### src/rtl/alu_arbiter.sv
// Round-robin front end that shares one simplealu between NREQ requesters.
// One operation is in flight at a time; a stuck ALU is cut off by a done timeout.
module alu_arbiter #(
  parameter int NREQ    = 4,
  parameter int TIMEOUT = 16
) (
  input  logic              clock,
  input  logic              reset,
  input  logic [NREQ-1:0]   req_valid,
  output logic [NREQ-1:0]   req_ready,
  input  logic [8*NREQ-1:0] req_a,
  input  logic [8*NREQ-1:0] req_b,
  input  logic [2*NREQ-1:0] req_op,
  output logic [NREQ-1:0]   rsp_valid,
  input  logic [NREQ-1:0]   rsp_ready,
  output logic [15:0]       rsp_result,
  output logic              rsp_err,
  output logic              alu_start,
  output logic [7:0]        alu_a,
  output logic [7:0]        alu_b,
  output logic [1:0]        alu_op,
  input  logic [15:0]       alu_result,
  input  logic              alu_done,
  output logic              busy,
  output logic [15:0]       ops_count
);

  localparam int            GW        = (NREQ > 1) ? $clog2(NREQ) : 1;
  localparam int            CW        = $clog2(TIMEOUT);
  localparam logic [CW-1:0] WAIT_LAST = CW'(TIMEOUT - 1);
  localparam logic [GW-1:0] LAST_INIT = GW'(NREQ - 1);

  typedef enum logic [1:0] {IDLE, ISSUE, WAIT, RESP} state_t;

  state_t        state, state_nxt;
  logic [GW-1:0] grant, last_grant, winner, rr_idx;
  logic          any_req;
  logic [CW-1:0] wait_cnt;
  logic          timed_out, rsp_done;

  // Winner is the first valid requester after last_grant, wrapping modulo NREQ.
  always_comb begin
    winner  = last_grant;
    any_req = 1'b0;
    rr_idx  = last_grant;
    for (int i = 1; i <= NREQ; i++) begin
      rr_idx = GW'((int'(last_grant) + i) % NREQ);
      if (!any_req && req_valid[rr_idx]) begin
        winner  = rr_idx;
        any_req = 1'b1;
      end
    end
  end

  assign timed_out = (state == WAIT) && !alu_done && (wait_cnt == WAIT_LAST);
  assign rsp_done  = (state == RESP) && rsp_ready[grant];

  // NOTE: non-blocking assignment so every flop samples pre-edge values.
  always_ff @(posedge clock) begin
    if (reset) state <= IDLE;
    else       state <= state_nxt;
  end

  // NOTE: default assignment first so no path leaves state_nxt unassigned (no latch).
  always_comb begin
    state_nxt = state;
    case (state)
      IDLE:    if (any_req) state_nxt = ISSUE;
      ISSUE:   state_nxt = WAIT;
      WAIT:    if (alu_done || timed_out) state_nxt = RESP;
      RESP:    if (rsp_done) state_nxt = IDLE;
      default: state_nxt = IDLE;
    endcase
  end

  // An accept pulse during reset would be discarded by the flops, so mask it.
  always_comb begin
    req_ready = '0;
    rsp_valid = '0;
    alu_start = (state == ISSUE);
    busy      = (state != IDLE);
    if (state == IDLE && any_req && !reset) req_ready = NREQ'(1) << winner;
    if (state == RESP)                      rsp_valid = NREQ'(1) << grant;
  end

  always_ff @(posedge clock) begin
    if (reset) begin
      grant      <= '0;
      last_grant <= LAST_INIT;
      alu_a      <= '0;
      alu_b      <= '0;
      alu_op     <= '0;
      wait_cnt   <= '0;
      rsp_result <= '0;
      rsp_err    <= 1'b0;
      ops_count  <= '0;
    end else begin
      case (state)
        IDLE: begin
          if (any_req) begin
            grant  <= winner;
            alu_a  <= req_a[{winner, 3'b000} +: 8];
            alu_b  <= req_b[{winner, 3'b000} +: 8];
            alu_op <= req_op[{winner, 1'b0} +: 2];
          end
        end
        ISSUE: wait_cnt <= '0;
        WAIT: begin
          if (alu_done) begin
            rsp_result <= alu_result;
            rsp_err    <= 1'b0;
          end else if (timed_out) begin
            rsp_result <= '0;
            rsp_err    <= 1'b1;
          end else begin
            wait_cnt <= wait_cnt + 1'b1;
          end
        end
        RESP: begin
          if (rsp_done) begin
            last_grant <= grant;
            ops_count  <= ops_count + 16'd1;
          end
        end
        default: ;
      endcase
    end
  end

endmodule
### config.mk
export PLATFORM = sky130hd
export DESIGN_NAME = alu_arbiter
export DESIGN_NICKNAME = d
export VERILOG_FILES = /design/src/rtl/alu_arbiter.sv
export SDC_FILE = /design/constraint.sdc
export NUM_CORES = 1
export LEC_CHECK = 0
export CAP_MARGIN = 0
export CORE_MARGIN = 3
export CORE_UTILIZATION = 40
export DETAILED_ROUTE_END_ITERATION = 7
export GPL_ROUTABILITY_DRIVEN = 0
export PLACE_DENSITY = 0.81
export SLEW_MARGIN = 0
export SYNTH_ARGS = -nofsm -noshare
export SYNTH_HDL_FRONTEND = slang
export SYNTH_SLANG_ARGS = --single-unit
### constraint.sdc
create_clock -name clock -period 2 [get_ports clock]
set_input_delay 0.4 -clock clock [delete_from_list [all_inputs] [get_ports clock]]
set_output_delay 0.4 -clock clock [all_outputs]
set_load 0.005 [all_outputs]
==> impl_metrics.py, run 1 <==
metrics = {
    "sta": {
        "finalSetupViolCount": 3,
        "clock.fmax_mhz": 492.1,
        "setup_tns_ns": -0.05464,
        "worst_slew_pin_slew_ns": 0.4271,
        "period_needed_ns": 2.032,
        "worst_slack_ns": -0.03191,
        "period_share_pct": 101.6,
        "final-hold-violation-count": 0,
        "slew_headroom_pct": 71.53,
        "fin_worst_skew_ns": 0.008689,
        "slew_viol_final": 0,
        "rsz0062_at_grt": "yes",
    },
    "floorplan": {
        "fp.dieArea_mm2": 0.008730,
        "die_w_um": 93.44,
        "fp.coreArea_mm2": 0.007331,
        "start_util_pct": 41.71,
        "ioPinCount": 160,
        "dieHeight_um": 93.44,
        "row_count": 31,
    },
    "status": {
        "violations": "setup timing",
        "status": "finished with violations",
    },
    "logic_synthesis": {
        "avgSynthCellArea_um2": 9.101,
        "ys_seq_area_share_pct": 39.93,
        "async_flop_share_pct": 0,
        "netlist_instances": 336,
        "yosys_register_bits": 61,
        "synth_edf_count": 0,
        "yosysWarnings": 0,
        "synth_ff_type": "dfxtp_1",
        "synth_nets": 441,
        "syn-cell-area_mm2": 0.003058,
        "synthTopCellsByArea": "dfxtp_1 (40%), mux2i_1 (10%), nor2_1 (5.0%), a22oi_1 (4.2%), nand2_1 (3.8%)",
        "yosys.area.top_type_share_pct": 39.93,
        "synth_area_leader_cell": "dfxtp_1",
        "ys_types": 48,
    },
    "finish": {
        "stdcell_count": 624,
        "diodes": 0,
        "nets": 626,
        "area_growth_syn_to_layout_pct": 70.87,
        "drive_gt1_share_pct": 16.19,
    },
    "setup_path": {
        "startpoint": "req_valid[2]",
        "arrival_ns": 1.63,
        "endpoint_kind": "output port",
        "r2r_start": "last_grant[0]",
        "cp-start-kind": "primary input",
        "r2r_end": "alu_a[5]",
        "setup.worst_path.class": "primary input to output port",
        "rr_worst_depth": 7,
        "cp.required_ns": 1.60,
        "r2r_setup_slack_ns": 0.11,
        "cp_max_fo": 3,
    },
    "clock_tree": {
        "clock_sinks": 61,
        "cts_made_buffers": 9,
        "htreeDepth": 3,
        "cts_tree": "built",
        "clockRootBuffer": "clkbuf_8",
        "hold_buffers": 0,
        "clkLatencyLatePin_ns": 0.32,
        "path_clk_slew_ns": 0.07,
        "clock_path_buffers": 2,
    },
    "route": {
        "first_iter_violations": 141,
        "drtPass1Iterations": 4,
        "avgRoutedWirePerCell_um": 15.45,
        "drt.antenna.violating_nets": 0,
        "finalWirelength_um": 9641,
        "drc_errors": 0,
        "vias": 3271,
        "vias_per_cell": 5.242,
    },
    "min_path": {
        "worstHoldStart": "alu_b[1]",
        "min_path_cells": 2,
        "holdPathEnd": "alu_b[1]",
        "hold_class": "flop to flop",
    },
    "placement": {
        "place_hpwl_um": 7318,
        "dp_cells": 602,
        "pre_cts_slack_ns": -0.6370,
        "portBuffers": 159,
    },
    "global_routing": {
        "grt.total_usage_pct": 21.83,
        "grt_pass1_wl_um": 15290,
        "grt_pass1_vias": 3348,
        "grt_max_degree": 43,
        "antenna_found_initial": 0,
        "overflow": 0,
    },
    "power": {
        "p_per_area_mw_per_mm2": 870.9,
        "power.leakage_nw": 2.153,
        "ir_drop_mv": 0.4481,
    },
    "run": {
        "maxCapViolations": 0,
    },
}
-- kinds of logic (layout without fill, tap and decap cells) --
logic type | count (synthesis) | after routing | synth area share, %
and+or+nand+nor | 122 | 122 | 19.76
AOI/OAI and AO/OA | 70 | 70 | 17.19
DFF | 61 | 61 | 39.93
muxes | 33 | 33 | 11.21
buffers and inverters | 30 | 219 | 5.442
xor gates and xnor gates | 14 | 14 | 4.010
adders and majority gates | 6 | 6 | 2.455
-- stage by stage --
stage          power (mW)  area, µm²  utilization (%)  hold WS, ns
6_report            4.550       5225            71.28       0.4706
5_1_grt             4.795       5225            71.28       0.4986
2_1_floorplan       2.267       3058                -       0.4569
3_5_place_dp        3.214       4891            66.72       0.4555
3_3_place_gp        3.172       4891            66.72       0.4459
4_1_cts             4.527       5164            70.44       0.4725
-- registers in the layout, indices dropped and copies added (netlist names) --
| register | count |
|---|---|
| grant | 2 |
| rsp_err | 1 |
| state | 2 |
| alu_op | 2 |
| wait_cnt | 4 |
| alu_a | 8 |
| last_grant | 2 |
| rsp_result | 16 |
| ops_count | 16 |
| alu_b | 8 |
-- synthesized netlist by cell type, types with 2 or more instances --
cell type	number
nand3_1	8
o221ai_1	13
and4_1	2
a21oi_1	5
nand2_1	31
ha_1	6
o31ai_1	6
a211o_1	2
a21oi_2	2
clkbuf_2	2
dfxtp_1	61
a21o_1	8
nor2_1	41
nor3_1	2
nand4_1	11
buf_6	4
a22oi_1	17
and3_2	3
xnor2_1	2
inv_1	7
nand3b_1	3
mux2i_1	32
o21ai_0	3
xor2_1	12
buf_2	6
o211ai_1	7
nand2b_1	3
and3_1	6
and2_1	3
nor2b_1	2
clkbuf_1	9
-- critical path: stages --
cell,delay (ns)
buf_6,0.09
or4_4,0.54
nand3b_1,0.14
nand3b_1,0.17
buf_4,0.13
nor2_2,0.03
buf_2,0.13
-- area by class of cell --
class | instances | area [µm²]
clock buffers | 12 | 165.2
inverters | 7 | 26.28
clock inverters | 3 | 67.56
multi-input cells | 245 | 1725
flip-flops and latches | 61 | 1226
well taps | 99 | 123.9
fillers | 555 | 2106
repair buffers | 197 | 1891
-- per-layer routing --
metal	track usage [%]	routed length, µm	up-vias	part of all wire, %
li1	-	-	1585	-
met1	25.41	3909	1539	41
met2	37.16	4899	122	51
met3	5.229	516	25	5.4
met4	10.99	316	0	3.3
met5	0	0	-	0
-- how the worst max path moves through the flow --
stage          depth (start not counted)  slack (ns)            to
2_1_floorplan                          5        0.17  req_ready[0]
3_3_place_gp                           6       -0.63  req_ready[1]
3_5_place_dp                           6       -0.64  req_ready[0]
4_1_cts                                6       0.002  req_ready[1]
5_1_grt                                7       -0.07  req_ready[1]
6_report                               7       -0.03  req_ready[1]
-- report_power, final --
part / internal, mW / switching [mW] / leakage, nW / total, mW
logic: 1.00 / 0.718 / 1.54 / 1.72
registers: 1.43 / 0.138 / 0.496 / 1.57
clock network: 0.798 / 0.462 / 0.115 / 1.26
-- repair_timing --
action / CTS / global route
setup buffers: 5 / 2
setup endpoints to repair: 24 / 15
resized for setup: 40 / 18
hold endpoints to repair: 0 / 0
pin swaps: 2 / 6
-- layout by cell type (no fill, tap or decap), types with 4 or more instances in the layout --
cell	count
inv_1	5
dfxtp_1	57
o31ai_1	6
a22oi_1	17
clkbuf_8	12
a21oi_1	5
buf_2	4
nand4_1	11
nand3_1	7
buf_6	4
clkdlybuf4s50_1	145
nor2_1	39
mux2i_1	32
and3_1	6
ha_1	4
nand2_1	31
dfxtp_2	4
a21o_1	8
xor2_1	12
o211ai_1	7
o221ai_1	13
buf_4	35
Note: power is estimated with default switching activity, not from simulation.
==> run 2: changes to the inputs <==
CORE_UTILIZATION = 41   (was 40)
CTS_BUF_LIST = sky130_fd_sc_hd__clkbuf_4   (was default)
PLACE_DENSITY = 0.83   (was 0.81)
SKIP_CTS_REPAIR_TIMING = 1   (was default)
==> impl_metrics.py, run 2 (synthesis results as in run 1) <==
metrics = {
    "placement": {
        "portBuffers": 159,
        "place_area_mm2": 0.004845,
        "place_hpwl_um": 7352,
        "pre_cts_slack_ns": -0.6620,
    },
    "route": {
        "avgRoutedWirePerCell_um": 15.78,
        "finalWirelength_um": 9691,
        "vias": 3204,
        "drt.antenna.violating_nets": 0,
        "first_iter_violations": 131,
        "vias_per_cell": 5.218,
        "drtPass1Iterations": 4,
        "drc_errors": 0,
    },
    "setup_path": {
        "endpoint_kind": "output port",
        "arrival_ns": 1.66,
        "cp.required_ns": 1.60,
        "setup.worst_path.class": "primary input to output port",
        "slowest_stage": "or4_4",
        "slowest_delay_ns": 0.54,
        "cp-start-kind": "primary input",
        "cp_max_fo": 3,
        "crit_chain": "dlymetal6s2s_1, or4_4, nand3b_1, a21o_1, buf_4, nor2_1, clkbuf_2",
    },
    "finish": {
        "multi_input_area_mm2": 0.001689,
        "final_common_cell": "clkdlybuf4s50_1",
        "regArea_mm2": 0.001224,
        "fill_cells": 548,
        "nets": 618,
        "final_cell_area_mm2": 0.005030,
        "area_growth_syn_to_layout_pct": 64.48,
        "top_regs": "ops_count: 16 flops, rsp_result: 16 flops",
        "final_cell_mix": "clkdlybuf4s50_1 (146), dfxtp_1 (59), nor2_1 (41)",
        "drive_gt1_share_pct": 12.57,
    },
    "run": {
        "maxCapViolations": 0,
    },
    "clock_tree": {
        "clock_path_buffers": 2,
        "clkLatencyLatePin_ns": 0.40,
        "htreeDepth": 3,
        "clockRootBuffer": "clkbuf_4",
        "clock_sinks": 61,
        "cts_made_buffers": 9,
        "cts_tree": "built",
        "path_clk_slew_ns": 0.11,
    },
    "floorplan": {
        "fp.dieArea_mm2": 0.008530,
        "fp.coreArea_mm2": 0.007019,
        "ioPinCount": 160,
        "die_w_um": 92.36,
        "row_count": 30,
        "dieHeight_um": 92.36,
        "start_util_pct": 43.57,
    },
    "sta": {
        "setup_tns_ns": -0.1335,
        "worst_slew_pin_slew_ns": 0.4336,
        "finalSetupViolCount": 3,
        "period_share_pct": 102.8,
        "slew_viol_final": 0,
        "worst_slack_ns": -0.05517,
        "rsz0062_at_grt": "yes",
        "fin_worst_skew_ns": 0.01909,
        "final-hold-violation-count": 0,
        "period_needed_ns": 2.055,
        "clock.fmax_mhz": 486.6,
        "slew_headroom_pct": 71.10,
    },
    "status": {
        "status": "finished with violations",
        "violations": "setup timing",
    },
    "global_routing": {
        "grt.total_usage_pct": 21.98,
        "grt_pass1_wl_um": 15100,
        "antenna_found_initial": 1,
        "overflow": 0,
        "grt_pass1_vias": 3141,
        "grt_max_degree": 43,
    },
    "power": {
        "ir_drop_mv": 0.6154,
        "power.leakage_nw": 2.122,
        "p_per_area_mw_per_mm2": 800.2,
    },
    "min_path": {
        "hold_class": "flop to flop",
    },
}
-- run 2: worst paths after layout --
| kind | end | cells past startpoint | slack [ns] | startpoint |
|---|---|---|---|---|
| max | req_ready[3] | 7 | -0.06 | req_valid[2] |
| min | alu_a[6] | 2 | 0.48 | alu_a[6] |
| max reg2reg | alu_b[1] | 6 | 0.21 | last_grant[0] |
| min reg2reg | alu_a[6] | 2 | 0.48 | alu_a[6] |
-- run 2: layout make-up --
cell class,count,share of cell area (%)
Timing Repair Buffer,189,36.49
Multi-Input combinational cell,245,33.58
Sequential cell,61,24.33
Tap cell,96,2.388
Clock buffer,9,1.343
Clock inverter,6,1.294
Inverter,7,0.5224
Antenna cell,1,0.04975
-- run 2: report_power, final --
group	internal (mW)	switching, mW
logic	0.936	0.688
clock network	0.371	0.470
registers	1.43	0.130
total	2.74	1.29
-- run 2: per-stage QoR --
stage               power (mW)  utilization, %  hold WS (ns)  instances
global placement         3.135           69.02        0.4443        595
finish                   4.025           71.66        0.4795        614
global route             4.252           71.66        0.5138        614
CTS                      4.026           70.91        0.4788        610
detailed placement       3.177           69.02        0.4456        595
floorplan                2.267               -        0.4569        336
-- run 2: critical path: cells and delay by family --
family / cells / cell delay [ns]
AOI/OAI and AO/OA: 1 / 0.16
and+or+nand+nor: 3 / 0.71
buffers and inverters: 3 / 0.39
-- run 2: routing by layer --
metal / share of wire, % / GRT usage, % / vias up
li1: - / - / 1571
met1: 41 / 26.57 / 1526
met3: 4.7 / 4.549 / 10
met2: 53 / 38.31 / 97
met4: 1.4 / 8.045 / 0
met5: 0 / 0 / -
